===== src/rtl/hpu_pkg.sv =====
// hpu_pkg: shared hypervector dimensions and serializer FSM state type.
// Consumed by result_serializer (optional HPU_VEC_COUNT_EN lives there).
`default_nettype none
package hpu_pkg;
  localparam int DIM       = 1023;
  localparam int BEAT_W    = 256;
  localparam int NUM_BEATS = (DIM + 1) / BEAT_W;

  typedef enum logic {
    IDLE = 1'b0,
    SEND = 1'b1
  } state_t;
endpackage
`default_nettype wire


===== src/rtl/result_serializer.sv =====
// result_serializer: captures a DIM+1 sign vector and streams it as BEAT_W beats, LSB beat first.
// Optional macro HPU_VEC_COUNT_EN adds a 32-bit count of fully delivered vectors.
`default_nettype none
module result_serializer #(
  parameter int DIM    = hpu_pkg::DIM,
  parameter int BEAT_W = hpu_pkg::BEAT_W
) (
  input  logic              clk,
  input  logic              rst,
  input  logic              start,
  input  logic [DIM:0]      sign_bit,
  input  logic              dst_ready,
  output logic              dst_valid,
  output logic [BEAT_W-1:0] dst_data,
  output logic              dst_last,
  output logic              busy,
  output logic              start_drop
`ifdef HPU_VEC_COUNT_EN
  ,
  output logic [31:0]       vec_count
`endif
);
  import hpu_pkg::*;

  localparam int NBEATS = (DIM + 1) / BEAT_W;
  localparam int IDX_W  = (NBEATS > 1) ? $clog2(NBEATS) : 1;
  localparam logic [IDX_W-1:0] LAST_IDX = IDX_W'(NBEATS - 1);

  state_t            state, state_nxt;
  logic [DIM:0]      hold, hold_nxt;
  logic [IDX_W-1:0]  idx, idx_nxt;
  logic              drop_nxt;
  logic              hs;
  logic              hs_last;
  logic [BEAT_W-1:0] beat [NBEATS];

  for (genvar g = 0; g < NBEATS; g++) begin : g_beat
    assign beat[g] = hold[g*BEAT_W +: BEAT_W];
  end

  assign hs         = (state == SEND) && dst_ready;
  assign hs_last    = hs && (idx == LAST_IDX);
  assign dst_valid  = (state == SEND);
  assign busy       = (state == SEND);
  assign dst_last   = dst_valid && (idx == LAST_IDX);
  assign dst_data   = dst_valid ? beat[idx] : '0;

  always_comb begin
    state_nxt = state;
    hold_nxt  = hold;
    idx_nxt   = idx;
    drop_nxt  = 1'b0;
    case (state)
      IDLE: begin
        if (start) begin
          hold_nxt  = sign_bit;
          idx_nxt   = '0;
          state_nxt = SEND;
        end
      end
      SEND: begin
        if (hs_last) begin
          // A start on the final handshake chains the next vector without a bubble.
          if (start) begin
            hold_nxt = sign_bit;
            idx_nxt  = '0;
          end else begin
            state_nxt = IDLE;
          end
        end else begin
          if (hs) idx_nxt = idx + 1'b1;
          drop_nxt = start;
        end
      end
      default: state_nxt = IDLE;
    endcase
  end

  always_ff @(posedge clk) begin
    if (rst) begin
      state      <= IDLE;
      hold       <= '0;
      idx        <= '0;
      start_drop <= 1'b0;
    end else begin
      state      <= state_nxt;
      hold       <= hold_nxt;
      idx        <= idx_nxt;
      start_drop <= drop_nxt;
    end
  end

`ifdef HPU_VEC_COUNT_EN
  always_ff @(posedge clk) begin
    if (rst)          vec_count <= '0;
    else if (hs_last) vec_count <= vec_count + 32'd1;
  end
`endif

endmodule
`default_nettype wire


===== config.mk =====
export PLATFORM = sky130hd
export DESIGN_NAME = result_serializer
export DESIGN_NICKNAME = d
export VERILOG_FILES = /design/src/rtl/hpu_pkg.sv /design/src/rtl/result_serializer.sv
export SDC_FILE = /design/constraint.sdc
export NUM_CORES = 2
export LEC_CHECK = 0
export CAP_MARGIN = 10
export CORE_AREA = 2 2 506 508
export CTS_BUF_LIST = sky130_fd_sc_hd__clkbuf_4
export CTS_CLUSTER_DIAMETER = 80
export DETAILED_ROUTE_END_ITERATION = 10
export DIE_AREA = 0 0 508 510
export PLACE_DENSITY_LB_ADDON = 0.05
export SLEW_MARGIN = 40
export SYNTH_ARGS = -nofsm -noshare
export SYNTH_HDL_FRONTEND = slang
export SYNTH_SLANG_ARGS = --single-unit

===== constraint.sdc =====
create_clock -name clk -period 3.7 [get_ports clk]
set_input_delay 0.37 -clock clk [delete_from_list [all_inputs] [get_ports clk]]
set_output_delay 0.37 -clock clk [all_outputs]
set_load 0.005 [all_outputs]

==> results of run 1 <==
==> synth_stat cells, types with 2 or more instances <==
cell type,number
mux2i_1,1024
mux4_2,256
buf_1,9
o21ai_0,3
buf_6,6
nor3b_1,2
and2_1,257
nor2_1,2
buf_2,100
dfxtp_1,1028
buf_4,68
nand2b_1,2049
clkbuf_1,246
==> logic make-up after synthesis <==
family,Yosys count,synth area share
AOI/OAI and AO/OA,6,0.0007529
adders and majority gates,1,0.0002353
buffers and inverters,430,0.03836
DFF,1028,0.3871
muxes,1280,0.3012
and+or+nand+nor,2315,0.2724
==> stage by stage <==
| stage | hold slack, ns | utilization |
|---|---|---|
| detailed placement | 0.4574 | 0.2750 |
| global placement | 0.4556 | 0.2750 |
| floorplan | 0.4455 | - |
==> results.sh, run 1 <==
export IMPL_yosysTopAreaCell="dfxtp_1"
export IMPL_netlist_top_cells_area="dfxtp_1, nand2b_1, mux2i_1"
export IMPL_syn_inst=5060
export IMPL_cts_root_buf="clkbuf_4"
export IMPL_io_pins=1288
export IMPL_yosysSeqAreaShare=0.3871
export IMPL_stop_stage="clock tree synthesis (4_1_cts)"
export IMPL_ys_seq_elements=1028
export IMPL_synthesis_area_um2=53170
export IMPL_clkSinkCount=1028
export IMPL_syn_num_nets=6089
export IMPL_stop_error="[ERROR RSZ-0060] Max buffer count reached."
export IMPL_place_inst=9392
export IMPL_start_util=0.2098
export IMPL_post_cts_buffers=138
export IMPL_die_x_um=508
export IMPL_cts_resized=812
export IMPL_synth_edff_count=0
export IMPL_cts_buffers=361
export IMPL_status="aborted with a tool error"
export IMPL_synthFlopType="dfxtp_1"
export IMPL_avgSynthCellArea_um2=10.51
export IMPL_htreeDepth=5
export IMPL_cts_hold_buf=2028
export IMPL_placed_area_um2=69690
export IMPL_placementRows=185
export IMPL_io_buffers=1287
export IMPL_yosysWarnings=0
export IMPL_synthDistinctLibCells=23
export IMPL_gp_congestion=0.8060
export IMPL_die_y_um=510
export IMPL_synth_top_area_share=0.3871
export IMPL_dp_worst_setup_slack_ns=0.9072
export IMPL_async_flop_share=0
export IMPL_cts_path_max_buffers=4
export IMPL_dp_hpwl_um=177600
==> inputs of run 2 (changes only) <==
--- a/config.mk
+++ b/config.mk
@@ -6,12 +6,10 @@
 export NUM_CORES = 2
 export LEC_CHECK = 0
 export CAP_MARGIN = 10
-export CORE_AREA = 2 2 506 508
-export CTS_BUF_LIST = sky130_fd_sc_hd__clkbuf_4
-export CTS_CLUSTER_DIAMETER = 80
+export CORE_MARGIN = 2
+export CORE_UTILIZATION = 20
 export DETAILED_ROUTE_END_ITERATION = 10
-export DIE_AREA = 0 0 508 510
-export PLACE_DENSITY_LB_ADDON = 0.05
+export PLACE_DENSITY_LB_ADDON = 0.15
 export SLEW_MARGIN = 40
 export SYNTH_ARGS = -nofsm -noshare
 export SYNTH_HDL_FRONTEND = slang
==> run 2 against run 1 <==
The run now ends clean. Synthesized area did not move. Synthesized cell count did not move.
==> results.sh, run 2 <==
export IMPL_cts_clk_slew_worst_paths_ns=0.06
export IMPL_syn_inst=5060
export IMPL_drtAntennaViolNets=0
export IMPL_post_route_period_util=0.9448
export IMPL_multi_input_area_um2=30550
export IMPL_htreeDepth=4
export IMPL_wirelength_um=228300
export IMPL_setup_violations=0
export IMPL_endpoint_kind="output port"
export IMPL_top_regs="hold x1024, idx x2"
export IMPL_fmax_mhz=286.1
export IMPL_grt_usage=0.1633
export IMPL_startpoint_type="flip-flop"
export IMPL_status="complete, no violations"
export IMPL_worst_hold_slack_ns=0.1183
export IMPL_synthFlopType="dfxtp_1"
export IMPL_die_y_um=519.6
export IMPL_grt_pass1_wl_um=320100
export IMPL_rrSetupSlack_ns=1.07
export IMPL_core_um2=264900
export IMPL_crit_slowest_cell="dfxtp_4"
export IMPL_slew_limit_headroom=0.5079
export IMPL_ff_latch_area_um2=20590
export IMPL_hold_class="input port to flip-flop"
export IMPL_yosysWarnings=0
export IMPL_crit_chain="buf_12, buf_4, mux4_2, and2_1, clkdlybuf4s50_1"
export IMPL_drive_above_1_share=0.09379
export IMPL_hold_violations=0
export IMPL_firstDrtPassIters=7
export IMPL_via_count=39942
export IMPL_finalMaxSlewViolations=0
export IMPL_layout_common_cells="nand2b_1, clkdlybuf4s50_1, dfxtp_1"
export IMPL_gp_congestion=0.8285
export IMPL_path_class="flip-flop to output port"
export IMPL_syn2layout_area_growth_pct=40.33
export IMPL_synthesis_area_um2=53170
export IMPL_io_pins=1288
export IMPL_fin_skew_ns=0.05343
export IMPL_tightest_slew_ns=0.7381
export IMPL_io_buffers=1287
export IMPL_p_per_area_nw_per_um2=412.1
export IMPL_dr_first_iter_drc_count=1918
export IMPL_synth_edff_count=0
export IMPL_clkSinkCount=1028
export IMPL_maxCapViolations=0
export IMPL_cts_tree="done"
export IMPL_wl_per_cell_um=23.16
export IMPL_drc=0
export IMPL_hold_end="hold[825]$_SDFFE_PP0P_"
export IMPL_yosysMostFrequentCell="nand2b_1"
export IMPL_rsz0062_at_grt="no"
export IMPL_netlist_top_cells_area="dfxtp_1, nand2b_1, mux2i_1"
export IMPL_period_minus_slack_ns=3.496
export IMPL_ff2ff_path_depth=6
export IMPL_die_x_um=519.6
export IMPL_ys_seq_elements=1028
export IMPL_cts_root_buf="clkbuf_16"
export IMPL_start_util=0.2008
export IMPL_grt_pass1_vias=41522
export IMPL_synthTopCellsByCount="nand2b_1, dfxtp_1, mux2i_1, and2_1, mux4_2"
export IMPL_via_per_inst=4.052
export IMPL_r2r_end="hold[798]$_SDFFE_PP0P_"
export IMPL_hold_depth=3
export IMPL_worstPathArrival_ns=3.13
export IMPL_antenna_found_initial=193
export IMPL_p_leak_uw=0.02722
export IMPL_critPathMaxFanout=30
export IMPL_critPathMaxStageDelay_ns=0.60
export IMPL_async_flop_share=0
export IMPL_synth_top_area_share=0.3871
export IMPL_grt_max_degree=169
export IMPL_final_nets=7215
export IMPL_r2r_start="idx[1]$_SDFFE_PP0P_"
export IMPL_ir_drop_mv=0.3021
export IMPL_avgSynthCellArea_um2=10.51
export IMPL_top_register="hold"
export IMPL_placementRows=189
export IMPL_cts_hold_buf=0
export IMPL_cp_required_ns=3.33
export IMPL_worstHoldStart="sign_bit[825]"
export IMPL_yosysTopAreaCell="dfxtp_1"
export IMPL_dieArea_um2=270000
export IMPL_yosysSeqAreaShare=0.3871
export IMPL_final_common_cell="nand2b_1"
export IMPL_dp_hpwl_um=172300
export IMPL_finalSetupTns_ns=0
export IMPL_n_fill_cell=27681
export IMPL_syn_num_nets=6089
export IMPL_overflow=0
export IMPL_cts_buffers=149
export IMPL_cts_path_max_buffers=4
export IMPL_insertion_delay_ns=0.81
export IMPL_synthDistinctLibCells=23
export IMPL_largest_register_ffs=1024
==> run 2: cell counts after synthesis <==
No cell type changed its count.
==> run 2: area by class of cell <==
type                       count  area share
tap                         3533     0.05925
timing repair buffer        1404      0.1920
clock inverter                32    0.004209
inverter                       1  0.00005031
multi-input combinational   3602      0.4095
sequential                  1028      0.2760
antenna                       44    0.001476
clock buffer                 213     0.05754
==> run 2: layer usage <==
| metal | GRT usage | vias up | part of all wire |
|---|---|---|---|
| met5 | 0 | - | 0.0046 |
| met4 | 0.03971 | 164 | 0.024 |
| met3 | 0.07013 | 464 | 0.091 |
| met2 | 0.2730 | 1212 | 0.47 |
| met1 | 0.1912 | 18953 | 0.41 |
| li1 | - | 19149 | - |
==> run 2: worst max-delay path by stage <==
stage	from	endpoint	slack, ns
6_report	idx[1]$_SDFFE_PP0P_	dst_data[183]	0.20
3_5_place_dp	idx[0]$_SDFFE_PP0P_	dst_data[138]	0.84
5_1_grt	idx[0]$_SDFFE_PP0P_	dst_data[69]	0.05
4_1_cts	idx[1]$_SDFFE_PP0P_	dst_data[183]	0.03
3_3_place_gp	idx[0]$_SDFFE_PP0P_	dst_data[246]	0.85
2_1_floorplan	idx[0]$_SDFFE_PP0P_	dst_data[100]	1.80
==> run 2: critical path: cells and delay by family (launching register included) <==
family,cells,cell delay (ns)
buffers and inverters,3,1.13
flip-flops,1,0.60
AND/OR/NAND/NOR,1,0.32
multiplexers,1,0.18
==> run 2: cells by family after synthesis <==
logic type | share of synthesized area
adder cells (fa/ha/maj) | 0.0002353
AND/OR/NAND/NOR | 0.2724
AO/OA/AOI/OAI | 0.0007529
multiplexers | 0.3012
buffers and inverters | 0.03836
flip-flops | 0.3871
==> run 2: timing repair <==
| item | in CTS | in global routing |
|---|---|---|
| endpoints found under the hold margin | 0 | 0 |
| gates resized for setup | 0 | 0 |
| endpoints found under the setup margin | 8 | 0 |
| setup buffers | 4 | 0 |
==> run 2: power breakdown <==
group | total [µW] | switching [µW] | leakage [µW] | internal (µW)
Sequential | 12300 | 501 | 0.00845 | 11800
Clock | 13900 | 5600 | 0.00228 | 8300
Combinational | 4550 | 1810 | 0.0165 | 2740
Total | 30700 | 7910 | 0.0272 | 22800
==> run 2: through the flow <==
step / area [µm²] / setup slack (ns) / std cells / utilization / power, µW
after floorplan: 53170 / 1.802 / 5060 / - / 14810
after CTS: 74500 / 0.03119 / 9813 / 0.2813 / 31450
final: 74610 / 0.2044 / 9857 / 0.2817 / 30740
after detailed placement: 69850 / 0.8396 / 9564 / 0.2637 / 17170
after global placement: 69850 / 0.8521 / 9564 / 0.2637 / 17150
after global routing: 74540 / 0.04952 / 9828 / 0.2814 / 32150
(Power assumes the default switching activity.)
